$ cat src/rtl/axis_byte_transform.sv
// axis_byte_transform: AXI-Stream byte transformer with a FIFO_DEPTH-beat buffer.
// Each byte is passed, inverted, XORed with KEY or thresholded against KEY.
// The byte is transformed as it is written into the FIFO.
// MODE/KEY are sampled on the first beat of a packet and held until TLAST.
// Optional statistics counters are built only when AXIS_BYTE_TRANSFORM_STATS_EN is defined.
// Without that macro, PKT_COUNT and BEAT_COUNT are tied to zero.
module axis_byte_transform #(
  parameter int DATA_WIDTH = 64,
  parameter int FIFO_DEPTH = 16
) (
  input  logic                          CLK,
  input  logic                          RESET,
  input  logic [1:0]                    MODE,
  input  logic [7:0]                    KEY,
  input  logic [DATA_WIDTH-1:0]         S_AXIS_TDATA,
  input  logic                          S_AXIS_TVALID,
  output logic                          S_AXIS_TREADY,
  input  logic                          S_AXIS_TLAST,
  output logic [DATA_WIDTH-1:0]         M_AXIS_TDATA,
  output logic                          M_AXIS_TVALID,
  input  logic                          M_AXIS_TREADY,
  output logic                          M_AXIS_TLAST,
  output logic [$clog2(FIFO_DEPTH):0]   OCCUPANCY,
  output logic [31:0]                   PKT_COUNT,
  output logic [31:0]                   BEAT_COUNT
);

  localparam int AW = $clog2(FIFO_DEPTH);
  localparam int NB = DATA_WIDTH / 8;
  localparam logic [AW:0]   CNT_FULL = FIFO_DEPTH[AW:0];
  localparam logic [AW:0]   CNT_ONE  = 1;
  localparam logic [AW-1:0] PTR_ONE  = 1;

  typedef enum logic [0:0] {StIdle, StInPkt} state_t;

  state_t                r_state;
  state_t                w_state_next;
  logic [1:0]            r_mode;
  logic [1:0]            w_mode_next;
  logic [7:0]            r_key;
  logic [7:0]            w_key_next;

  // Each entry holds {tlast, data}.
  logic [DATA_WIDTH:0]   r_mem [FIFO_DEPTH];
  logic [AW-1:0]         r_wr_ptr;
  logic [AW-1:0]         r_rd_ptr;
  logic [AW:0]           r_count;

  logic                  w_s_ready;
  logic                  w_m_valid;
  logic                  w_wr;
  logic                  w_rd;
  logic [1:0]            w_mode;
  logic [7:0]            w_key;
  logic [DATA_WIDTH-1:0] w_xdata;
  logic [DATA_WIDTH:0]   w_head;

  // Handshakes. Ready depends only on the occupancy register and RESET,
  // never on M_AXIS_TREADY.
  always_comb begin
    w_s_ready = !RESET && (r_count != CNT_FULL);
    w_m_valid = !RESET && (r_count != '0);
    w_wr      = S_AXIS_TVALID && w_s_ready;
    w_rd      = w_m_valid && M_AXIS_TREADY;
  end

  // Pick the operand set: live inputs on a packet's first beat, latched ones after that.
  always_comb begin
    w_mode = (r_state == StIdle) ? MODE : r_mode;
    w_key  = (r_state == StIdle) ? KEY  : r_key;
  end

  // Transform each byte lane independently.
  always_comb begin
    w_xdata = '0;
    for (int i = 0; i < NB; i++) begin
      unique case (w_mode)
        2'd0: w_xdata[8*i +: 8] = S_AXIS_TDATA[8*i +: 8];
        2'd1: w_xdata[8*i +: 8] = ~S_AXIS_TDATA[8*i +: 8];
        2'd2: w_xdata[8*i +: 8] = S_AXIS_TDATA[8*i +: 8] ^ w_key;
        2'd3: w_xdata[8*i +: 8] = (S_AXIS_TDATA[8*i +: 8] >= w_key) ? 8'hFF : 8'h00;
        default: w_xdata[8*i +: 8] = S_AXIS_TDATA[8*i +: 8];
      endcase
    end
  end

  // Packet state register together with the latched operands.
  always_ff @(posedge CLK) begin
    if (RESET) begin
      r_state <= StIdle;
      r_mode  <= 2'd0;
      r_key   <= 8'd0;
    end else begin
      r_state <= w_state_next;
      r_mode  <= w_mode_next;
      r_key   <= w_key_next;
    end
  end

  // Next packet state. The operands are latched on every beat accepted in IDLE.
  always_comb begin
    w_state_next = r_state;
    w_mode_next  = r_mode;
    w_key_next   = r_key;
    unique case (r_state)
      StIdle: begin
        if (w_wr) begin
          w_mode_next = MODE;
          w_key_next  = KEY;
          if (!S_AXIS_TLAST) w_state_next = StInPkt;
        end
      end
      StInPkt: begin
        if (w_wr && S_AXIS_TLAST) w_state_next = StIdle;
      end
      default: w_state_next = StIdle;
    endcase
  end

  // FIFO storage. The storage is not reset because the outputs are masked while the FIFO is empty.
  always_ff @(posedge CLK) begin
    if (w_wr) r_mem[r_wr_ptr] <= {S_AXIS_TLAST, w_xdata};
  end

  // FIFO pointers and occupancy. The power-of-two depth makes the pointers wrap naturally.
  always_ff @(posedge CLK) begin
    if (RESET) begin
      r_wr_ptr <= '0;
      r_rd_ptr <= '0;
      r_count  <= '0;
    end else begin
      if (w_wr) r_wr_ptr <= r_wr_ptr + PTR_ONE;
      if (w_rd) r_rd_ptr <= r_rd_ptr + PTR_ONE;
      unique case ({w_wr, w_rd})
        2'b10:   r_count <= r_count + CNT_ONE;
        2'b01:   r_count <= r_count - CNT_ONE;
        default: r_count <= r_count;
      endcase
    end
  end

  // Output side. Data and last read as zero whenever nothing is buffered.
  always_comb begin
    w_head        = r_mem[r_rd_ptr];
    S_AXIS_TREADY = w_s_ready;
    M_AXIS_TVALID = w_m_valid;
    M_AXIS_TDATA  = w_m_valid ? w_head[DATA_WIDTH-1:0] : '0;
    M_AXIS_TLAST  = w_m_valid ? w_head[DATA_WIDTH] : 1'b0;
    OCCUPANCY     = r_count;
  end

`ifdef AXIS_BYTE_TRANSFORM_STATS_EN
  logic [31:0] r_pkt_count;
  logic [31:0] r_beat_count;

  // Count beats and packets leaving on the M side. Both counters wrap at 2^32.
  always_ff @(posedge CLK) begin
    if (RESET) begin
      r_pkt_count  <= 32'd0;
      r_beat_count <= 32'd0;
    end else if (w_rd) begin
      r_beat_count <= r_beat_count + 32'd1;
      if (w_head[DATA_WIDTH]) r_pkt_count <= r_pkt_count + 32'd1;
    end
  end

  assign PKT_COUNT  = r_pkt_count;
  assign BEAT_COUNT = r_beat_count;
`else
  assign PKT_COUNT  = 32'd0;
  assign BEAT_COUNT = 32'd0;
`endif

endmodule
$ cat config.mk
export PLATFORM = sky130hd
export DESIGN_NAME = axis_byte_transform
export DESIGN_NICKNAME = d
export VERILOG_FILES = /design/src/rtl/axis_byte_transform.sv
export SDC_FILE = /design/constraint.sdc
export NUM_CORES = 1
export LEC_CHECK = 0
export CORE_AREA = 2 2 288 290
export CTS_CLUSTER_DIAMETER = 50
export DETAILED_ROUTE_END_ITERATION = 6
export DIE_AREA = 0 0 290 292
export GPL_TIMING_DRIVEN = 1
export PLACE_DENSITY = 0.74
export SLEW_MARGIN = 10
export SYNTH_ARGS = -nofsm -noshare
export SYNTH_HDL_FRONTEND = slang
export SYNTH_SLANG_ARGS = --single-unit
$ cat constraint.sdc
create_clock -name CLK -period 4.4 [get_ports CLK]
set_clock_uncertainty 0.15 [all_clocks]
set_input_delay 0.66 -clock CLK [delete_from_list [all_inputs] [get_ports CLK]]
set_output_delay 0.66 -clock CLK [all_outputs]
set_load 0.02 [all_outputs]
==> results of run 1 <==
-- stage by stage --
stage	setup slack [ns]	utilization [%]	setup TNS, ns	total power, mW	cells
after floorplan	-0.0334	-	-8.69	14.0	2399
after global placement	0.169	58.3	0	15.0	3590
after detailed placement	0.208	58.3	0	15.1	3590
after CTS	0.0456	62.8	0	24.3	3790
after global routing	0.0681	62.8	0	25.0	3791
final	0.165	62.8	0	24.3	3797
-- layout make-up --
type                       instances  area (sq um)
sequential                      1068         31800
fill                            5481         30300
multi-input combinational       1117         11100
timing repair buffer             313          3220
clock buffer                     125          2830
tap                             1070          1340
clock inverter                    75           813
inverter                          23          86.3
antenna                            6          15.0
-- critical path, stage by stage (launching register included) --
cell,delay [ns]
dfxtp_4,0.58
buf_4,0.37
buf_4,0.39
mux4_2,0.40
a22oi_1,0.22
a21oi_1,0.12
clkdlybuf4s50_1,0.65
-- final timing paths --
kind              startpoint          endpoint  slack (ns)  depth (start not counted)
setup / recovery        flop  M_AXIS_TDATA[37]        0.17                          6
hold / removal      r_key[7]          r_key[7]        0.33                          2
setup reg to reg        flop      r_mem[5][55]        0.34                          9
hold reg to reg     r_key[7]          r_key[7]        0.33                          2
-- flip-flops by register name (all words and copies together), names as in the netlist, named ones only --
signal,count
r_rd_ptr,4
OCCUPANCY,5
r_mem,1040
r_key,8
r_wr_ptr,4
r_mode,2
-- kinds of logic (layout without fill, tap and decap cells) --
kind of cell / after synthesis / count (layout) / synth area share (%)
AO/OA/AOI/OAI: 389 / 389 / 5.61
multiplexers: 273 / 273 / 13.7
other: 1 / 70 / 0.00857
adder cells (fa/ha/maj): 76 / 76 / 2.19
flip-flops: 1068 / 1068 / 72.7
XOR/XNOR: 8 / 8 / 0.160
buffers and inverters: 214 / 536 / 2.73
AND/OR/NAND/NOR: 307 / 307 / 2.95
-- report_power, final --
part / internal, mW / switching, mW / total, mW / leakage, nW
Combinational: 1.32 / 1.81 / 3.13 / 5.11
Clock: 5.51 / 3.87 / 9.38 / 1.78
Sequential: 11.7 / 0.0648 / 11.7 / 9.59
Total: 18.5 / 5.74 / 24.3 / 16.5
-- synthesized netlist by cell type, types with 2 or more instances --
master	instances	area share [%]
a2111oi_0	7	0.14
a21o_1	9	0.15
a21oi_1	139	1.6
a21oi_2	10	0.20
a221oi_1	7	0.14
a22oi_1	129	2.2
and2_1	20	0.29
buf_1	13	0.11
buf_2	29	0.33
buf_4	92	1.6
clkbuf_1	56	0.48
dfxtp_1	28	1.3
edfxtp_1	1040	71
ha_1	75	2.1
inv_1	23	0.20
mux2_2	2	0.051
mux2i_1	11	0.25
mux4_2	260	13
nand2_1	95	0.82
nand2b_1	7	0.10
nand3_1	2	0.023
nand4_1	2	0.029
nor2_1	155	1.3
nor2b_1	6	0.086
nor3_1	10	0.11
nor4_1	3	0.043
o2111ai_1	7	0.14
o21a_1	2	0.034
o21ai_0	66	0.76
o31ai_1	7	0.12
xnor2_1	4	0.080
xor2_1	4	0.080
-- per-layer routing --
metal / part of all wire (%) / vias to the layer above
met5: 0.065 / -
met4: 3.0 / 14
met3: 12 / 231
met2: 47 / 1675
met1: 38 / 12641
li1: - / 10006
==> qor.txt, run 1 <==
Unrepaired setup endpoints after global routing: false
M2 GR Usage: 42.8%
FF+latch count, synth: 1068
Highest clock rate: 0.236 GHz
Top FF cell, synth: edfxtp_1
Layout cells sized above 1: 23.7%
Core Area: 81600 sq um
Total grt overflow: 0
Max Slew Vio Count: 0
# resized after CTS: 0
Number of synthesized flops with an enable pin: 1040
DIE AREA: 84700 sq um
Setup crit start kind: flop
Asr flop ratio synth: 0%
Commonest non-fill, non-tap cell in the layout: edfxtp_1
Met1 Use GR: 38.1%
Synth cell types: 48
WP data required: 3.59 ns
Clk_lat worst skew: 0.66 ns
Period utilization: 96.2%
Leakage power figure: 16.5 nW
Routed WL: 115000 microns
Die height: 292 microns
CTS Root Cell: clkbuf_16
Clock Sinks: 1068
GRT Overall Usage: 27.3%
First-pass GRT wire length: 166000 microns
CTS tree: yes
Grt met3 use: 6.40%
I/O pins: 215
Hold Fails Final Rpt: 0
CTS Buffer Depth: 3
Final Setup Violations: 0
DR DRC count: 0
Vias in the first global route: 24600
DIE WIDTH: 290 microns
Iteration-0 DRC Markers: 3564
Row count: 105
Wire per inst: 30.4 microns
PwrDens: 473 nW/um^2
Maximum fanout along the worst path: 19
Max cap viols: 0
CP Class: flop to output pin
ANT nets after route: 0
Post-CTS Setup Bufs: 0
Mapped cell area: 43800 sq um
Fin area: 51200 sq um
Starting Density: 53.6%
Vias per cell: 6.47
TritonCTS Buffers: 106
Nature of the critical path endpoint: output pin
Gate Count Post-Synth: 2336
H-tree levels: 3
Initial antenna violation count: 11
Synthesized area per cell: 18.7 sq um
Worst vdd ir: 0.327 mV
Status: completed
Syn. warnings: 0
Hold Path Class: flop to flop
Hold_buf cts: 0
Worst-Margin Slew: 1.10 ns
Most used routing layer: met2
Placed inst area: 47600 sq um
Post-route minimum period: 4.23 ns
Hold slack: 0.333 ns
Reg clk slew, reported paths: 0.07 ns
Vias: 24567
First drt pass iteration count: 6
Most frequent cells in the layout: edfxtp_1, mux4_2, nor2_1, clkdlybuf4s50_1, a21oi_1
PortBufs: 150
Post-DP HPWL: 66500 microns
Seq/Total Area, Yosys: 72.7%
Crit path DAT: 3.42 ns
Fin nets: 2784
Synth-to-Final Area Change: 17.1%
Slew margin rel.: 27.0%
Pin count of the biggest net entering global routing: 66
Routability Congestion: 0.877
Note: power is estimated with default switching activity, not from simulation.
==> run 2: changes to the inputs <==
Settings changed: CTS_CLUSTER_SIZE set to 28.
==> run 2 against run 1 <==
Compared with the run above:
- sequential power about the same
- core utilization decreased by 0.40 points
- via count fell by 0.55%
- worst setup slack got worse by 0.053 ns
- clock power shrank 6.7%
- cell count shrank 0.68%
- sequential share of layout area up 0.40 points
- clock-buffer cell count down 30
- critical path type unchanged
- hold slack worse by 0.0067 ns
- largest power group unchanged
- combinational power about the same
==> qor.txt, run 2 (synthesized netlist as in run 1, its figures left out) <==
Fin nets: 2769 (was 2784)
Post-route minimum period: 4.29 ns (was 4.23 ns)
GRT Overall Usage: 27.0% (was 27.3%)
Synth-to-Final Area Change: 16.4% (was 17.1%)
Most frequent cells in the layout: edfxtp_1, mux4_2, nor2_1, clkdlybuf4s50_1, a21oi_1 (unchanged)
Biggest register: r_mem (unchanged)
Highest clock rate: 0.233 GHz (was 0.236 GHz)
I/O pins: 215 (unchanged)
Final Setup Violations: 0 (unchanged)
# resized after CTS: 0 (unchanged)
Starting Density: 53.6% (unchanged)
Max reg flops: 1040 (unchanged)
PwrDens: 464 nW/um^2 (was 473 nW/um^2)
DR DRC count: 0 (unchanged)
Most used routing layer: met2 (unchanged)
Hold_buf cts: 0 (unchanged)
Vias: 24432 (was 24567)
Worst-Margin Slew: 1.09 ns (was 1.10 ns)
First-pass GRT wire length: 165000 microns (was 166000 microns)
PortBufs: 150 (unchanged)
Setup crit start kind: flop (unchanged)
Routability Congestion: 0.877 (unchanged)
Clk_lat worst skew: 0.66 ns (about the same)
Iteration-0 DRC Markers: 3401 (was 3564)
First drt pass iteration count: 5 (was 6)
Nature of the critical path endpoint: output pin (unchanged)
TritonCTS Buffers: 92 (was 106)
Core Area: 81600 sq um (unchanged)
Initial antenna violation count: 13 (was 11)
Wire per inst: 30.3 microns (was 30.4 microns)
Period utilization: 97.5% (was 96.2%)
CTS Buffer Depth: 3 (unchanged)
DIE AREA: 84700 sq um (unchanged)
Layout fillers: 5468 (was 5481)
Post-DP HPWL: 66500 microns (unchanged)
DIE WIDTH: 290 microns (unchanged)
Slew margin rel.: 27.3% (was 27.0%)
Die height: 292 microns (unchanged)
Final WS setup: 0.112 ns (was 0.165 ns)
CP Class: flop to output pin (unchanged)
WP data required: 3.59 ns (about the same)
CTS Root Cell: clkbuf_16 (unchanged)
Crit path DAT: 3.48 ns (was 3.42 ns)
Unrepaired setup endpoints after global routing: false (unchanged)
Hold Path Cell Cnt: 2 (unchanged)
Cells after DPL: 3590 (unchanged)
Max cap viols: 0 (unchanged)
Status: completed (unchanged)
Leakage power figure: 16.3 nW (was 16.5 nW)
Vias in the first global route: 24422 (was 24600)
Worst vdd ir: 0.319 mV (was 0.327 mV)
Hold Fails Final Rpt: 0 (unchanged)
H-tree levels: 3 (unchanged)
R2R depth: 9 (unchanged)
Hold Path Class: flop to flop (unchanged)
Maximum fanout along the worst path: 28 (was 19)
CTS tree: yes (unchanged)
Total grt overflow: 0 (unchanged)
Post-CTS Setup Bufs: 0 (unchanged)
Setup WS pre-CTS: 0.208 ns (unchanged)
Clock Sinks: 1068 (unchanged)
Finished Layout Cells: 3771 (was 3797)
Vias per cell: 6.48 (was 6.47)
Met1 Use GR: 38.0% (was 38.1%)
M2 GR Usage: 42.6% (was 42.8%)
Reg clk slew, reported paths: 0.07 ns (about the same)
Grt met3 use: 6.13% (was 6.40%)
Max Slew Vio Count: 0 (unchanged)
ANT nets after route: 0 (unchanged)
Commonest non-fill, non-tap cell in the layout: edfxtp_1 (unchanged)
Layout cells sized above 1: 23.8% (was 23.7%)
Pin count of the biggest net entering global routing: 66 (unchanged)
Row count: 105 (unchanged)
Routed WL: 114000 microns (was 115000 microns)
==> run 2: layer usage <==
layer,wire length (microns),vias to the layer above,share of wire (%)
met1,43300,12640,38
met4,3430,20,3.0
met2,54400,1567,48
met5,127,-,0.11
met3,13100,217,11
li1,-,9988,-
==> run 2: path summary, 6_finish.rpt <==
kind,slack [ns],from,end
worst min register to register,0.33,r_key[0],r_key[0]
worst max register to register,0.33,flop,r_mem[12][49]
worst min-delay path,0.33,r_key[0],r_key[0]
worst max-delay path,0.11,flop,M_AXIS_TDATA[37]
==> run 2: area by class of cell <==
cell class	instances	area, sq um	area share [%]
Inverter	23	86.3	0.170
Antenna cell	7	17.5	0.0344
Multi-Input combinational cell	1117	11100	21.9
Clock buffer	95	2330	4.59
Tap cell	1070	1340	2.63
Timing Repair Buffer	312	3200	6.29
Sequential cell	1068	31800	62.5
Clock inverter	79	995	1.95
==> run 2: critical path, stage by stage (launching register included) <==
cell and delay (ns):
dfxtp_4 0.67, buf_4 0.38, buf_4 0.38, mux4_2 0.35
a22oi_1 0.22, a21oi_1 0.13, clkdlybuf4s50_1 0.65
==> run 2: through the flow <==
step / utilization [%] / total power [mW] / instance area (sq um) / hold WS, ns / TNS (ns)
5_1_grt: 62.4 / 24.3 / 50900 / 0.348 / 0
3_5_place_dp: 58.3 / 15.1 / 47600 / 0.316 / 0
6_report: 62.4 / 23.6 / 50900 / 0.326 / 0
2_1_floorplan: - / 14.0 / 44000 / 0.295 / -8.69
3_3_place_gp: 58.3 / 15.0 / 47600 / 0.306 / 0
4_1_cts: 62.4 / 23.7 / 50900 / 0.325 / 0
==> run 2: power breakdown <==
| part | internal, mW | switching (mW) |
|---|---|---|
| Combinational | 1.32 | 1.80 |
| Sequential | 11.7 | 0.0627 |
| Clock | 4.54 | 4.21 |
| Total | 17.5 | 6.08 |
